**src/rtl/video_pattern_gen.sv**
```systemverilog
// Raster timing (de/hs/vs) plus RGB test patterns on the filter-chain pixel bus.
// Optional build macro VIDEO_PATTERN_GEN_SCROLL_EN scrolls bars/gradient left 1 px per frame.
module video_pattern_gen #(
    parameter int PIXEL_WIDTH = 8,
    parameter int H_ACTIVE    = 640,
    parameter int H_FP        = 16,
    parameter int H_SYNC      = 96,
    parameter int H_BP        = 48,
    parameter int V_ACTIVE    = 480,
    parameter int V_FP        = 10,
    parameter int V_SYNC      = 2,
    parameter int V_BP        = 33,
    parameter int CHK_LOG2    = 3
) (
    input  logic                     clk,
    input  logic                     rst_n,
    input  logic                     en_i,
    input  logic [1:0]               mode_i,
    input  logic [3*PIXEL_WIDTH-1:0] color_i,
    output logic [3*PIXEL_WIDTH-1:0] do_o,
    output logic                     de_o,
    output logic                     hs_o,
    output logic                     vs_o,
    output logic                     busy_o
);
    localparam int H_TOTAL = H_ACTIVE + H_FP + H_SYNC + H_BP;
    localparam int V_TOTAL = V_ACTIVE + V_FP + V_SYNC + V_BP;
    localparam int HW      = $clog2(H_TOTAL);
    localparam int VW      = $clog2(V_TOTAL);
    localparam int XW      = $clog2(H_ACTIVE);
    localparam int BAR_W   = H_ACTIVE / 8;
    localparam int SW      = (BAR_W > 1) ? $clog2(BAR_W) : 1;
    localparam int POS_W   = XW + 3 + SW;
    localparam int CW      = 3 * PIXEL_WIDTH;

    typedef enum logic {S_IDLE = 1'b0, S_RUN = 1'b1} state_e;

    state_e           state_q, state_d;
    logic             run, line_last, frame_last, frame_wrap, frame_start;
    logic [HW-1:0]    hcnt_q;
    logic [VW-1:0]    vcnt_q;
    logic [1:0]       mode_q;
    logic [CW-1:0]    color_q;
    logic [POS_W-1:0] pos_q, start_d;
    logic [XW-1:0]    x;
    logic [2:0]       bar;
    logic [31:0]      h32, v32;
    logic             chk_on;
    logic [CW-1:0]    pix_d, do_q;
    logic             de_d, hs_d, vs_d, de_q, hs_q, vs_q;

    // Pixel position {x, bar index, pixel-within-bar}: advanced one pixel at a time so bar
    // boundaries come from a small sub-counter instead of a divide by H_ACTIVE/8.
    function automatic logic [POS_W-1:0] pos_step(input logic [POS_W-1:0] p);
        logic [XW-1:0]    px;
        logic [2:0]       pb;
        logic [SW-1:0]    ps;
        logic [POS_W-1:0] r;
        {px, pb, ps} = p;
        if (px == XW'(H_ACTIVE - 1))
            r = '0;
        else if (ps == SW'(BAR_W - 1))
            r = {XW'(px + 1'b1), 3'(pb + 1'b1), SW'(0)};
        else
            r = {XW'(px + 1'b1), pb, SW'(ps + 1'b1)};
        return r;
    endfunction

    always_ff @(posedge clk or negedge rst_n) begin
        if (!rst_n) state_q <= S_IDLE;
        else        state_q <= state_d;
    end

    always_comb begin
        state_d = state_q;
        case (state_q)
            S_IDLE:  if (en_i) state_d = S_RUN;
            S_RUN:   if (frame_last && !en_i) state_d = S_IDLE;
            default: state_d = S_IDLE;
        endcase
    end

    always_comb begin
        run    = (state_q == S_RUN);
        busy_o = run;
    end

    assign line_last   = (hcnt_q == HW'(H_TOTAL - 1));
    assign frame_last  = run && line_last && (vcnt_q == VW'(V_TOTAL - 1));
    assign frame_wrap  = frame_last && en_i;
    assign frame_start = (!run && en_i) || frame_wrap;

    always_ff @(posedge clk or negedge rst_n) begin
        if (!rst_n) begin
            hcnt_q  <= '0;
            vcnt_q  <= '0;
            pos_q   <= '0;
            mode_q  <= '0;
            color_q <= '0;
        end else begin
            if (frame_start) begin
                mode_q  <= mode_i;
                color_q <= color_i;
            end
            if (!run) begin
                hcnt_q <= '0;
                vcnt_q <= '0;
                pos_q  <= '0;
            end else if (line_last) begin
                hcnt_q <= '0;
                vcnt_q <= frame_last ? '0 : vcnt_q + 1'b1;
                pos_q  <= start_d;
            end else begin
                hcnt_q <= hcnt_q + 1'b1;
                if (32'(hcnt_q) < H_ACTIVE) pos_q <= pos_step(pos_q);
            end
        end
    end

`ifdef VIDEO_PATTERN_GEN_SCROLL_EN
    logic [15:0]      frame_q;
    logic [POS_W-1:0] start_q;

    // start_q tracks (frame_q mod H_ACTIVE); the 16-bit roll-over restarts it at 0.
    always_comb begin
        start_d = start_q;
        if (!run)
            start_d = '0;
        else if (frame_wrap)
            start_d = (frame_q == 16'hFFFF) ? '0 : pos_step(start_q);
    end

    always_ff @(posedge clk or negedge rst_n) begin
        if (!rst_n) begin
            frame_q <= '0;
            start_q <= '0;
        end else begin
            start_q <= start_d;
            if (!run)            frame_q <= '0;
            else if (frame_wrap) frame_q <= frame_q + 1'b1;
        end
    end
`else
    assign start_d = '0;
`endif

    always_comb begin
        h32    = 32'(hcnt_q);
        v32    = 32'(vcnt_q);
        x      = pos_q[POS_W-1 -: XW];
        bar    = pos_q[SW +: 3];
        chk_on = (((h32 >> CHK_LOG2) ^ (v32 >> CHK_LOG2)) & 32'd1) != 32'd0;
        de_d   = run && (h32 < H_ACTIVE) && (v32 < V_ACTIVE);
        hs_d   = run && (h32 >= H_ACTIVE + H_FP) && (h32 < H_ACTIVE + H_FP + H_SYNC);
        vs_d   = run && (v32 >= V_ACTIVE + V_FP) && (v32 < V_ACTIVE + V_FP + V_SYNC);
        pix_d  = '0;
        if (de_d) begin
            case (mode_q)
                // Bar index bits map straight to channel enables: r=~b1, g=~b2, b=~b0.
                2'd0:    pix_d = {{PIXEL_WIDTH{~bar[0]}}, {PIXEL_WIDTH{~bar[2]}}, {PIXEL_WIDTH{~bar[1]}}};
                2'd1:    pix_d = {3{PIXEL_WIDTH'(x)}};
                2'd2:    pix_d = {CW{chk_on}};
                default: pix_d = color_q;
            endcase
        end
    end

    always_ff @(posedge clk or negedge rst_n) begin
        if (!rst_n) begin
            do_q <= '0;
            de_q <= 1'b0;
            hs_q <= 1'b0;
            vs_q <= 1'b0;
        end else begin
            do_q <= pix_d;
            de_q <= de_d;
            hs_q <= hs_d;
            vs_q <= vs_d;
        end
    end

    assign do_o = do_q;
    assign de_o = de_q;
    assign hs_o = hs_q;
    assign vs_o = vs_q;

endmodule

```
**config.mk**
```make
export PLATFORM = sky130hd
export DESIGN_NAME = video_pattern_gen
export DESIGN_NICKNAME = d
export VERILOG_FILES = /design/src/rtl/video_pattern_gen.sv
export SDC_FILE = /design/constraint.sdc
export NUM_CORES = 1
export LEC_CHECK = 0
export BUFFER_PORTS_ARGS = -buffer_cell sky130_fd_sc_hd__buf_2
export CAP_MARGIN = 0
export CORE_MARGIN = 3
export CORE_UTILIZATION = 45
export DETAILED_ROUTE_END_ITERATION = 8
export PLACE_DENSITY = 0.66
export SLEW_MARGIN = 20
export SYNTH_ARGS = -nofsm -noshare
export SYNTH_HDL_FRONTEND = slang
export SYNTH_SLANG_ARGS = --single-unit
```
**constraint.sdc**
```tcl
create_clock -name clk -period 2.7 [get_ports clk]
set_input_delay 0.54 -clock clk [delete_from_list [all_inputs] [get_ports clk]]
set_output_delay 0.54 -clock clk [all_outputs]
set_load 0.02 [all_outputs]
```
==> summary.md, run 1 <==
In the final routed layout, each cell accounts on average for 16.7 um. The most instantiated flip-flop cell in the synthesis netlist is dfrtp_1. In the final layout, the share of cells above drive strength 1 is 16.0%. Traced cell by cell, the critical path runs through ha_1 -> nand4_1 -> o31a_1 -> buf_4 -> nand3_1 -> o311ai_0. Headroom to the max-slew limit came out at 35.2%.

The slowest stage of the critical path is the dfrtp_1 cell. The relative area change from synthesis to final layout is 12.0%, and the sum of buffers and inverters on the critical path is 1. Input and output buffers added on the ports amount to 56. The overall routing resource usage came out at 20.2%. Number of remaining DRC errors: 0. The tools report the sequential cell area as 2350 sq um.

The tools report the count of unique library cells instantiated by Yosys as 44. The number of antenna violations at the first check in global routing is 0. The tools report the leakage component of the power as 0.00210 uW.

The final layout contains routed wiring with a total length of 11.8 mm. During synthesis, Yosys emitted a total of 0 warnings. The initial standard-cell utilization of the core is 46.6%.

The count of standard-cell rows is 37, and the shortest clock period the worst path allows after layout is 2.35 ns. For this run the aggregate overflow at the end of global routing stands at 0. Dividing the detail-routed via count by the number of cells gives 5.91.

The wire-length estimate of the detail-placed layout is 8.04 mm. For the worst setup path, the data arrival time is 2.58 ns. The level count of the clock H-tree is 3. The detail route stage leaves a number of antenna-violating nets equal to 0. On the worst path, the slowest cell contributes a delay of 0.42 ns. The worst path uses 87.0% of the clock period. Routability-driven placement finished with a final weighted congestion of 0.860. In this run the count of I/O pins placed on the die edge is 57. The number of iterations in the first detailed-routing pass came out at 4. The power density over cell area was 459 nW/um^2.

The layout has 1020 filler cells. The synthesized netlist net count was 565; the number of sinks driven by the clock tree was 94. Entering global routing, the biggest net connects 58 pins. Post-CTS repair changed the size of 0 cells. The multi-input combinational cells in the finished layout cover a total of 2250 sq um. For the max-slew violation total from the final report, the log shows 0. The type of the setup path with the least slack was reg -> reg. Kind of path behind the tightest hold check: in -> async. The final route contains 4167 vias.

For this run, asynchronously set or reset flops after synthesis account for 100%. Buffers added to address setup during post-CTS repair amount to 0. In the synthesized netlist, the number of instances is 529. Total power for the finished layout comes to 2480 uW.

The switching fraction of total power works out to 24.0%. Setup repair after global routing left no endpoint under its margin. Synthesis inferred 94 register bits. Across the routed clock network, the largest skew measured is 0.0134 ns. For the pin with the worst max-slew slack, the measured transition is 0.971 ns.

The floorplan die height was 110 um; the synthesized area per cell was 9.14 sq um. No sink is reached through more buffers than the 2 on the longest clock path. The run finished with clean final reports.

The first global-routing pass estimated 19.1 mm of wire. The number of buffers created by CTS was 9. The placeable core region is 10400 sq um. VDD sags by at most 222 uV. Along the worst path, the maximum fanout reaches 30.

The worst setup path is captured at a flip-flop. The gate family responsible for the most delay along the worst path was compound AO/OA/AOI/OAI gates. The internal portion of the total power is 1890 uW. TritonCTS built the clock tree.

Based on the critical path, the design can be clocked at up to 0.426 GHz. The analysis attributes to net switching a power of 595 uW. The number of hold-repair buffers added at the cts stage was 0.

The top cell type by area accounts for 48.7% of the synthesized area. In this run the cell area of the synthesized design comes to 4830 sq um. Sequential cells were found to cover 48.7% of the synthesized design area. After clock tree synthesis, the clock-pin slew on the worst setup and hold paths is 0.10 ns. The width of the die came out at 110 um. In this run, the number of DRC markers left after iteration 0 of detailed routing was 368. The number of enable flip-flop cells after synthesis works out to 0. The logs give 3745 for the via count of the first global-routing pass and 3.4% for the fraction of power consumed by combinational cells. The required time of the worst setup path is 2.93 ns.

For the share of power burned in the clock network, the log shows 39.9%. Most common library cell in the layout ignoring fill and taps: dfrtp_1. 0 antenna diodes ended up in the layout.

For the insertion delay to the later sink of the worst-skew pair, the log shows 0.36 ns. Biggest area consumer among synthesized cells: dfrtp_1. The logs give 0 for the number of maximum-capacitance violations and 0 for the number of hold-slack violations in the final timing report.

The run gives 56.7% as the power share of the sequential group. By area the synthesized netlist is led by dfrtp_1 49%, o211ai_1 9.3%, a21oi_1 8.5%. The run gives 12000 sq um as the area enclosed by the die boundary. The cell sitting at the root of the clock tree is a clkbuf_8.

After the last flow step, the layout net total stands at 600. Setup violations remaining at the end of the flow were counted as 0. In the layout the commonest cells are 94 x dfrtp_1, 82 x a21oi_1, 60 x o211ai_1. After routing, the total negative slack on setup checks comes to 0 ns.

The kind of launch point of the worst setup path was a flip-flop.
[synthesized netlist by cell type (12+ instances only)]
library cell / n
a21oi_1: 82
clkbuf_1: 38
dfrtp_1: 94
inv_1: 12
nand2_1: 52
nand2b_1: 28
nand3_1: 27
nand4_1: 18
nor2_1: 17
o211ai_1: 60
o21ai_0: 12
[metal layers]
metal  vias up  GRT usage, %  share of wire [%]
met5         -             0                  0
met4         0          5.88                1.3
met3        13          3.35                6.2
met2       125          28.9                 45
met1      2031          31.2                 48
li1       1998             -                  -
[path summary, 6_finish.rpt]
| kind | from | endpoint | slack (ns) | cells after the start |
|---|---|---|---|---|
| max in group asynchronous | rst_n | hcnt_q[0] | 1.90 | 2 |
| worst min register to register | hcnt_q[0] | hcnt_q[0] | 0.51 | 1 |
| worst max-delay path | hcnt_q[0] | pos_q[2] | 0.35 | 6 |
| worst max register to register | hcnt_q[0] | pos_q[2] | 0.35 | 6 |
| worst min-delay path | rst_n | do_o[4] | 0.12 | 1 |
| min in group clk | color_i[5] | color_q[5] | 0.43 | 3 |
[final cells by class]
| type | count | share of cell area, % |
|---|---|---|
| Sequential cell | 94 | 43.5 |
| Tap cell | 136 | 3.14 |
| Inverter | 12 | 0.832 |
| Timing Repair Buffer | 68 | 7.12 |
| Clock inverter | 7 | 1.57 |
| Clock buffer | 9 | 2.29 |
| Multi-Input combinational cell | 379 | 41.6 |
[kinds of logic after synthesis]
logic type	Yosys count	share of synthesized area, %
simple gates	183	19.9
compound gates	177	22.7
flops	94	48.7
buf+inv	56	4.76
xor+xnor	11	1.99
fa+ha+maj	7	1.81
mux	1	0.233
[sequential cells by signal, indices dropped and copies added, names as in the netlist]
register,flops
busy_o,1
color_q,24
de_o,1
do_o,24
hcnt_q,10
hs_o,1
mode_q,2
pos_q,20
vcnt_q,10
vs_o,1
[through the flow]
step	area [sq um]	hold slack, ns	cells	util [%]	setup WS (ns)
final	5410	0.124	705	52.2	0.351
after CTS	5410	0.134	705	52.2	0.342
after detailed placement	5200	0.500	689	50.2	0.417
after global placement	5200	0.492	689	50.2	0.463
after floorplan	4830	0.244	529	-	0.686
after global routing	5410	0.144	705	52.2	0.0973
[power by group through the flow]
stage	Clock [uW]	Combinational [uW]	Sequential (uW)
detailed placement	0	87.2	1430
floorplan	0	29.9	1430
CTS	1020	87.7	1410
global route	1080	96.8	1410
finish	990	85.0	1410
global placement	0	86.1	1430
No activity file was read; power rests on OpenSTA's default activity.
==> run 2, diff against run 1 <==
--- a/config.mk
+++ b/config.mk
@@ -7,10 +7,10 @@
 export LEC_CHECK = 0
 export BUFFER_PORTS_ARGS = -buffer_cell sky130_fd_sc_hd__buf_2
 export CAP_MARGIN = 0
-export CORE_MARGIN = 3
+export CORE_MARGIN = 5
 export CORE_UTILIZATION = 45
 export DETAILED_ROUTE_END_ITERATION = 8
-export PLACE_DENSITY = 0.66
+export PLACE_DENSITY = 0.75
 export SLEW_MARGIN = 20
 export SYNTH_ARGS = -nofsm -noshare
 export SYNTH_HDL_FRONTEND = slang
==> run 2 against run 1 <==
  * Sequential cell count stayed put
  * Clock skew shrank 0.0044 ns
  * First-iteration DRC count down 16%
==> summary.md, run 2 (synthesized netlist as in run 1, its figures left out) <==
The run finished with clean final reports. The proportion of layout cells with a drive suffix above 1 was 15.8% (was 16.0%). The total congestion overflow was 0 (unchanged). Type of the setup path with the least slack: reg -> reg (unchanged).

The kind of path behind the tightest hold check was in -> async (unchanged). TritonCTS built the clock tree. The actual transition at the worst max-transition pin is 0.931 ns (was 0.971 ns), and the switching power of the nets is 541 uW (was 595 uW). Portion of the clock cycle consumed by the worst path in the final layout: 83.7% (was 87.0%). The share of power burned in the clock network was 36.0% (was 39.9%); the count of standard-cell rows was 37 (unchanged).

The routed length per instance was 17.0 um (was 16.7 um); the area enclosed by the die boundary was 12900 sq um (was 12000 sq um). The tools report the number of remaining DRC errors as 0 (unchanged). The power share of the sequential group was 60.2% (was 56.7%). For the overall routing resource usage, the log shows 19.2% (was 20.2%). Width of the die: 114 um (was 110 um). The average via count per standard cell came out at 5.95 (was 5.91). The number of sinks driven by the clock tree came out at 94 (unchanged). The number of buffers created by CTS is 9 (unchanged), and the largest net degree at the start of global routing is 54 (was 58).

For the total negative setup slack, the log shows 0 ns (unchanged). The initial standard-cell utilization of the core was 46.4% (was 46.6%); the DRC marker count from the first detailed-route iteration was 308 (was 368). For the worst setup timing slack at the placement stage, the log shows 0.249 ns (was 0.417 ns).

The wire length of the first global-routing pass is 20.0 mm (was 19.1 mm), and the final antenna-violating net count is 0 (unchanged). Power density over cell area: 434 nW/um^2 (was 459 nW/um^2). The data arrival time of the critical path came out at 2.49 ns (was 2.58 ns). The post-CTS clock slew at the launch and capture registers of the worst setup and hold paths is 0.09 ns (was 0.10 ns), and the leakage component of the power is 0.00208 uW (was 0.00210 uW). The element type at the critical path end is a flip-flop (unchanged). For the via count of the first global-routing pass, the log shows 3973 (was 3745). The total detailed-routing wirelength came out at 12.0 mm (was 11.8 mm). The library cell used as clock root buffer is clkbuf_8 (unchanged). The run gives 6 (was 4) as the number of iterations in the first detailed-routing pass. For the final setup violation count, the log shows 0 (unchanged).

The run gives 0.00899 ns (was 0.0134 ns) as the post-route clock skew. The estimated wirelength of the detail-placed design came out at 8.25 mm (was 8.04 mm). For the required time of the worst setup path, the log shows 2.93 ns (about the same). The placeable core region was 10400 sq um (about the same).

The switching fraction of total power was 23.2% (was 24.0%); the internal power consumption was 1790 uW (was 1890 uW). The achievable clock frequency is 0.442 GHz (was 0.426 GHz). Leading cell types in the layout, fill and taps excluded: 94 x dfrtp_1, 82 x a21oi_1, 60 x o211ai_1 (unchanged).

Via count: 4198 (was 4167). The tools report the tightest slew margin relative to the limit as 37.9% (was 35.2%). I/O pin count: 57 (unchanged).

Post-route worst setup slack: 0.440 ns (was 0.351 ns). The number of antenna repair diodes was 0 (unchanged); the number of hold-slack violations in the final timing report was 0 (unchanged). Fraction of power consumed by combinational cells: 3.8% (was 3.4%). Shortest clock period the worst path allows after layout: 2.26 ns (was 2.35 ns).

For the insertion delay to the later sink of the worst-skew pair, the log shows 0.37 ns (was 0.36 ns). The number of maximum-capacitance violations is 0 (unchanged). The most common library cell in the layout ignoring fill and taps was dfrtp_1 (unchanged). The weighted congestion reported at the end of routability-driven placement was 0.864 (was 0.860); the number of buffers inserted by port buffering was 56 (unchanged). The kind of launch point of the worst setup path is a flip-flop (unchanged). The floorplan die height was 114 um (was 110 um); the count of nets after finishing was 601 (was 600). The run gives 0 (unchanged) as the max-slew violation total from the final report. The run gives 2 (unchanged) as the maximum clock path buffer count. The final-layout fill cell count is 950 (was 1020), and the largest driver fanout on the critical path is 25 (was 30). Level count of the clock H-tree: 3 (unchanged). Relative area change from synthesis to final layout: 11.3% (was 12.0%).

Setup repair after global routing left no endpoint under its margin. The logs give 0 (unchanged) for the number of antenna violations at the first check in global routing and 223 uV (was 222 uV) for the worst voltage drop across the vdd grid.
-- run 2: cell types whose count changed in the layout (fill, tap and decap cells not counted), sizes merged --
cell,delta
inv,-4
clkbuf,+3
buf,+1
bufinv,-1
clkinvlp,+1
-- run 2: critical path, cell delays in order (launching register included) --
cell and delay, ns:
dfrtp_1 0.49, or4b_4 0.57, o31a_2 0.42, buf_4 0.26, nand3_1 0.22, o311ai_0 0.16
-- run 2: worst paths after layout --
path / start / endpoint / slack (ns) / cells past startpoint
worst min register to register: hcnt_q[0] / hcnt_q[0] / 0.51 / 1
max in group asynchronous: rst_n / pos_q[4] / 1.95 / 2
min in group clk: color_i[8] / color_q[8] / 0.43 / 3
worst max-delay path: hcnt_q[5] / pos_q[2] / 0.44 / 5
worst min-delay path: rst_n / vcnt_q[8] / 0.07 / 1
worst max register to register: hcnt_q[5] / pos_q[2] / 0.44 / 5
-- run 2: what timing repair did --
item | in CTS | in global routing
setup endpoints to repair | 0 | 1
hold buffers | 0 | 0
gates resized for setup | 0 | 1
buffers inserted | 0 | 0
-- run 2: per-layer routing --
metal | routed length (um) | global-route usage [%] | vias up
li1 | - | - | 1992
met1 | 5490 | 28.7 | 2035
met2 | 5540 | 28.1 | 156
met3 | 809 | 2.71 | 15
met4 | 165 | 7.29 | 0
met5 | 0 | 0 | -
-- run 2: area by class of cell --
| class | instances | area, sq um | share of cell area, % |
|---|---|---|---|
| inverters | 12 | 45.0 | 0.837 |
| clock buffers | 12 | 145 | 2.70 |
| clock inverters | 3 | 21.3 | 0.395 |
| multi-input cells | 379 | 2250 | 41.9 |
| well taps | 136 | 170 | 3.16 |
| flip-flops and latches | 94 | 2350 | 43.7 |
| repair buffers | 69 | 393 | 7.30 |
-- run 2: power groups by stage --
| stage | sequential [uW] | clock [uW] | combinational (uW) |
|---|---|---|---|
| 2_1_floorplan | 1430 | 0 | 29.9 |
| 3_3_place_gp | 1430 | 0 | 88.1 |
| 3_5_place_dp | 1430 | 0 | 90.2 |
| 4_1_cts | 1410 | 863 | 90.6 |
| 5_1_grt | 1410 | 922 | 102 |
| 6_report | 1410 | 842 | 87.9 |
-- run 2: stage by stage --
stage / instances / power (uW) / cell area, sq um / hold slack, ns / util (%)
final: 705 / 2340 / 5380 / 0.0713 / 51.6
after global routing: 705 / 2430 / 5380 / 0.0957 / 51.6
after CTS: 705 / 2360 / 5380 / 0.0775 / 51.6
after detailed placement: 690 / 1520 / 5210 / 0.477 / 50.0
after global placement: 690 / 1520 / 5210 / 0.474 / 50.0
after floorplan: 529 / 1460 / 4830 / 0.244 / -
==> run 3, diff against run 2 <==
--- a/config.mk
+++ b/config.mk
@@ -5,6 +5,7 @@
 export SDC_FILE = /design/constraint.sdc
 export NUM_CORES = 1
 export LEC_CHECK = 0
+export ABC_AREA = 1
 export BUFFER_PORTS_ARGS = -buffer_cell sky130_fd_sc_hd__buf_2
 export CAP_MARGIN = 0
 export CORE_MARGIN = 5
==> constraint.sdc (replaced) <==
create_clock -name clk -period 2.14 [get_ports clk]
set_input_delay 0.428 -clock clk [delete_from_list [all_inputs] [get_ports clk]]
set_output_delay 0.428 -clock clk [all_outputs]
set_load 0.02 [all_outputs]
==> run 3 against run 2 <==
  * Die area fell by 4.9%
  * Critical endpoint is now busy_o
  * Register-to-register slack got worse by 0.20 ns
  * Largest cell class unchanged
  * Area after synthesis fell by 5.4%
  * Via count fell by 7.1%
  * Non-clock buffer count did not move
  * Largest power group unchanged
  * Hold slack improved by 0.024 ns
  * Total power rose by 94%
  * Sequential cell count did not move
==> summary.md, run 3 <==
The flow ran to the end, and the final reports show no timing, DRC or antenna violations. The element type at the critical path end was a flip-flop (unchanged). The I/O pin count came out at 57 (unchanged). The count of instances resized after the clock tree is built came out at 0 (unchanged). The shortest clock period the worst path allows after layout is 1.90 ns (was 2.26 ns).

The tools report the kind of launch point of the worst setup path as a flip-flop (unchanged). The buffers inserted during post-CTS setup optimization came out at 0 (unchanged). The most common library cell in the layout ignoring fill and taps is nand2_1 (was dfrtp_1). The fraction of power consumed by combinational cells is 22.0% (was 3.8%), and the total negative setup slack is 0 ns (unchanged). The logs give 2.40 ns (was 2.93 ns) for the required time of the worst setup path and 52.8% (was 51.6%) for the final core utilization.

The kind of path behind the tightest hold check was in -> async (unchanged). The tools report the synthesized netlist net count as 588 (was 565). The worst hold slack was 0.0955 ns (was 0.0713 ns); the estimated wirelength of the detail-placed design was 7.86 mm (was 8.25 mm). The achievable clock frequency is 0.526 GHz (was 0.442 GHz), and the number of maximum-capacitance violations is 0 (unchanged). The sequential-to-total area share from yosys stat is 51.4% (was 48.7%), and the post-CTS clock slew at the launch and capture registers of the worst setup and hold paths is 0.09 ns (about the same).

The placeable core region was 9860 sq um (was 10400 sq um). The logs give 0 (unchanged) for the number of hold-slack violations in the final timing report and 2.17 ns (was 2.49 ns) for the data arrival time of the critical path. The post-route clock skew was 0.00876 ns (was 0.00899 ns); the count of unique library cells instantiated by Yosys was 32 (was 44). The number of enable flip-flop cells after synthesis is 0 (unchanged), and the insertion delay to the later sink of the worst-skew pair is 0.37 ns (about the same). The level count of the clock H-tree is 3 (unchanged), and the synthesized area per cell is 8.28 sq um (was 9.14 sq um).

The tools report the number of remaining DRC errors as 0 (unchanged). The number of iterations in the first detailed-routing pass was 6 (unchanged); the weighted congestion reported at the end of routability-driven placement was 0.948 (was 0.864). The final setup violation count is 0 (unchanged). The final antenna-violating net count was 0 (unchanged). Type of the setup path with the least slack: reg -> reg (unchanged).

The average via count per standard cell works out to 5.20 (was 5.95). The logs give 552 (was 529) for the gate count after technology mapping and 734 (was 690) for the placed instance count. The power density over cell area was 870 nW/um^2 (was 434 nW/um^2).

The total detailed-routing wirelength was 10.7 mm (was 12.0 mm); the via count of the first global-routing pass was 3801 (was 3973). Count of standard-cell rows: 36 (was 37). TritonCTS built the clock tree. For the switching power of the nets, the log shows 1550 uW (was 541 uW).

The proportion of layout cells with a drive suffix above 1 was 15.7% (was 15.8%). The proportion of synthesized flip-flops having asynchronous set or reset is 100% (unchanged). Setup repair after global routing left no endpoint under its margin.

The tools report the source of the critical timing path as hcnt_q[0] (was hcnt_q[5]). The routed length per instance was 14.3 um (was 17.0 um). The switching fraction of total power was 34.2% (was 23.2%); the area enclosed by the die boundary was 12300 sq um (was 12900 sq um). The final-layout fill cell count is 911 (was 950), and the synthesized cell area is 4570 sq um (was 4830 sq um).

The count of nets after finishing was 648 (was 601); the largest driver fanout on the critical path was 28 (was 25). Internal power consumption: 2980 uW (was 1790 uW). The logs give 18.1% (was 19.2%) for the overall routing resource usage and 0 (unchanged) for the max-slew violation total from the final report.

Most instantiated flip-flop cell in the synthesis netlist: dfrtp_1 (unchanged). The tools report the leakage component of the power as 0.00263 uW (was 0.00208 uW). The number of sinks driven by the clock tree was 94 (unchanged).

The run gives 26.5% (was 36.0%) as the share of power burned in the clock network. The biggest area consumer among synthesized cells was dfrtp_1 (unchanged). The portion of the clock cycle consumed by the worst path in the final layout was 88.8% (was 83.7%); the number of register bits inferred by synthesis was 94 (unchanged). The via count is 3899 (was 4198), and the total congestion overflow is 0 (unchanged). For the number of warning messages in the yosys log, the log shows 0 (unchanged).

Number of antenna violations at the first check in global routing: 0 (unchanged). The launch instance of the worst register-to-register path is hcnt_q[0] (was hcnt_q[5]). The relative area change from synthesis to final layout was 13.8% (was 11.3%). The logs give 325 (was 308) for the DRC marker count from the first detailed-route iteration and 349 uV (was 223 uV) for the worst voltage drop across the vdd grid. The run gives 51.4% (was 60.2%) as the power share of the sequential group. The width of the die works out to 111 um (was 114 um). Top area cells in the synthesized netlist: dfrtp_1 51%, nand2_1 11%, nand4_1 4.9% (was dfrtp_1 49%, o211ai_1 9.3%, a21oi_1 8.5%). The largest net degree at the start of global routing is 95 (was 54), and the area share of the leading cell type in the synthesized netlist is 51.4% (was 48.7%). For the maximum clock path buffer count, the log shows 2 (unchanged). Leading cell types in the layout, fill and taps excluded: 135 x nand2_1, 94 x dfrtp_1, 55 x buf_2 (was 94 x dfrtp_1, 82 x a21oi_1, 60 x o211ai_1). The number of buffers inserted by port buffering works out to 56 (unchanged). The actual transition at the worst max-transition pin is 0.556 ns (was 0.931 ns), and the tightest slew margin relative to the limit is 62.8% (was 37.9%). Most frequent cells after synthesis: 135 x nand2_1, 94 x dfrtp_1, 53 x nor2_1 (was 94 x dfrtp_1, 82 x a21oi_1, 60 x o211ai_1).

The wire length of the first global-routing pass was 18.3 mm (was 20.0 mm). The initial standard-cell utilization of the core was 46.4% (about the same). The non-filler instance count after layout is 750 (was 705). The most numerous cell in the Yosys netlist was nand2_1 (was dfrtp_1). The run gives 0 (unchanged) as the number of antenna repair diodes.

The library cell used as clock root buffer was clkbuf_8 (unchanged). The logs give 0 (unchanged) for the number of hold-repair buffers added at the cts stage and 9 (unchanged) for the number of buffers created by CTS. The floorplan die height was 111 um (was 114 um).
run 3: final cells by class:
class / instances / area, sq um / area share [%]
Sequential cell: 94 / 2350 / 45.2
Multi-Input combinational cell: 382 / 1870 / 36.0
Clock buffer: 10 / 128 / 2.45
Tap cell: 133 / 166 / 3.20
Timing Repair Buffer: 69 / 405 / 7.79
Inverter: 56 / 213 / 4.09
Clock inverter: 6 / 68.8 / 1.32
run 3: worst paths after layout:
kind	end	slack, ns	depth (start not counted)
min in group clk	color_q[16]	0.30	3
worst max-delay path	busy_o	0.24	8
worst max register to register	busy_o	0.24	8
worst min-delay path	pos_q[5]	0.1	2
worst min register to register	color_q[2]	0.49	2
max in group asynchronous	color_q[18]	1.68	2
run 3: cells by family (layout without fill, tap and decap cells):
| group | Yosys count | after routing | share of synthesized area [%] |
|---|---|---|---|
| and+or+nand+nor | 276 | 276 | 26.8 |
| adders and majority gates | 7 | 7 | 1.92 |
| xor gates and xnor gates | 8 | 8 | 1.53 |
| buffers and inverters | 76 | 141 | 7.61 |
| DFF | 94 | 94 | 51.4 |
| AOI/OAI and AO/OA | 91 | 91 | 10.7 |
run 3: power groups by stage:
stage | logic, uW | registers (uW) | clock network (uW)
2_1_floorplan | 635 | 2380 | 0
3_3_place_gp | 955 | 2350 | 0
3_5_place_dp | 994 | 2360 | 0
4_1_cts | 1000 | 2330 | 1220
5_1_grt | 1150 | 2380 | 1290
6_report | 998 | 2330 | 1200
run 3: worst max-delay path, cell delays in order, from the launching register on:
cell and delay (ns):
dfrtp_1 0.40, ha_1 0.19, nand3_1 0.15, inv_1 0.14, nand3_2 0.13, nand2_2 0.24, buf_12 0.21, nand2_2 0.09
or2_1 0.23
run 3: per-stage QoR:
step                      total power, uW  setup WS, ns  cell area, sq um
after floorplan                      3010         0.597              4570
after global placement               3300         0.349              5010
after detailed placement             3360         0.252              5010
after CTS                            4550         0.233              5210
after global routing                 4820        0.0727              5210
final                                4530         0.239              5210
run 3: metal layers:
metal	share of wire [%]	track usage, %
met5	0	0
met4	1.9	6.57
met3	5.6	3.93
met2	45	27.2
met1	47	25.8
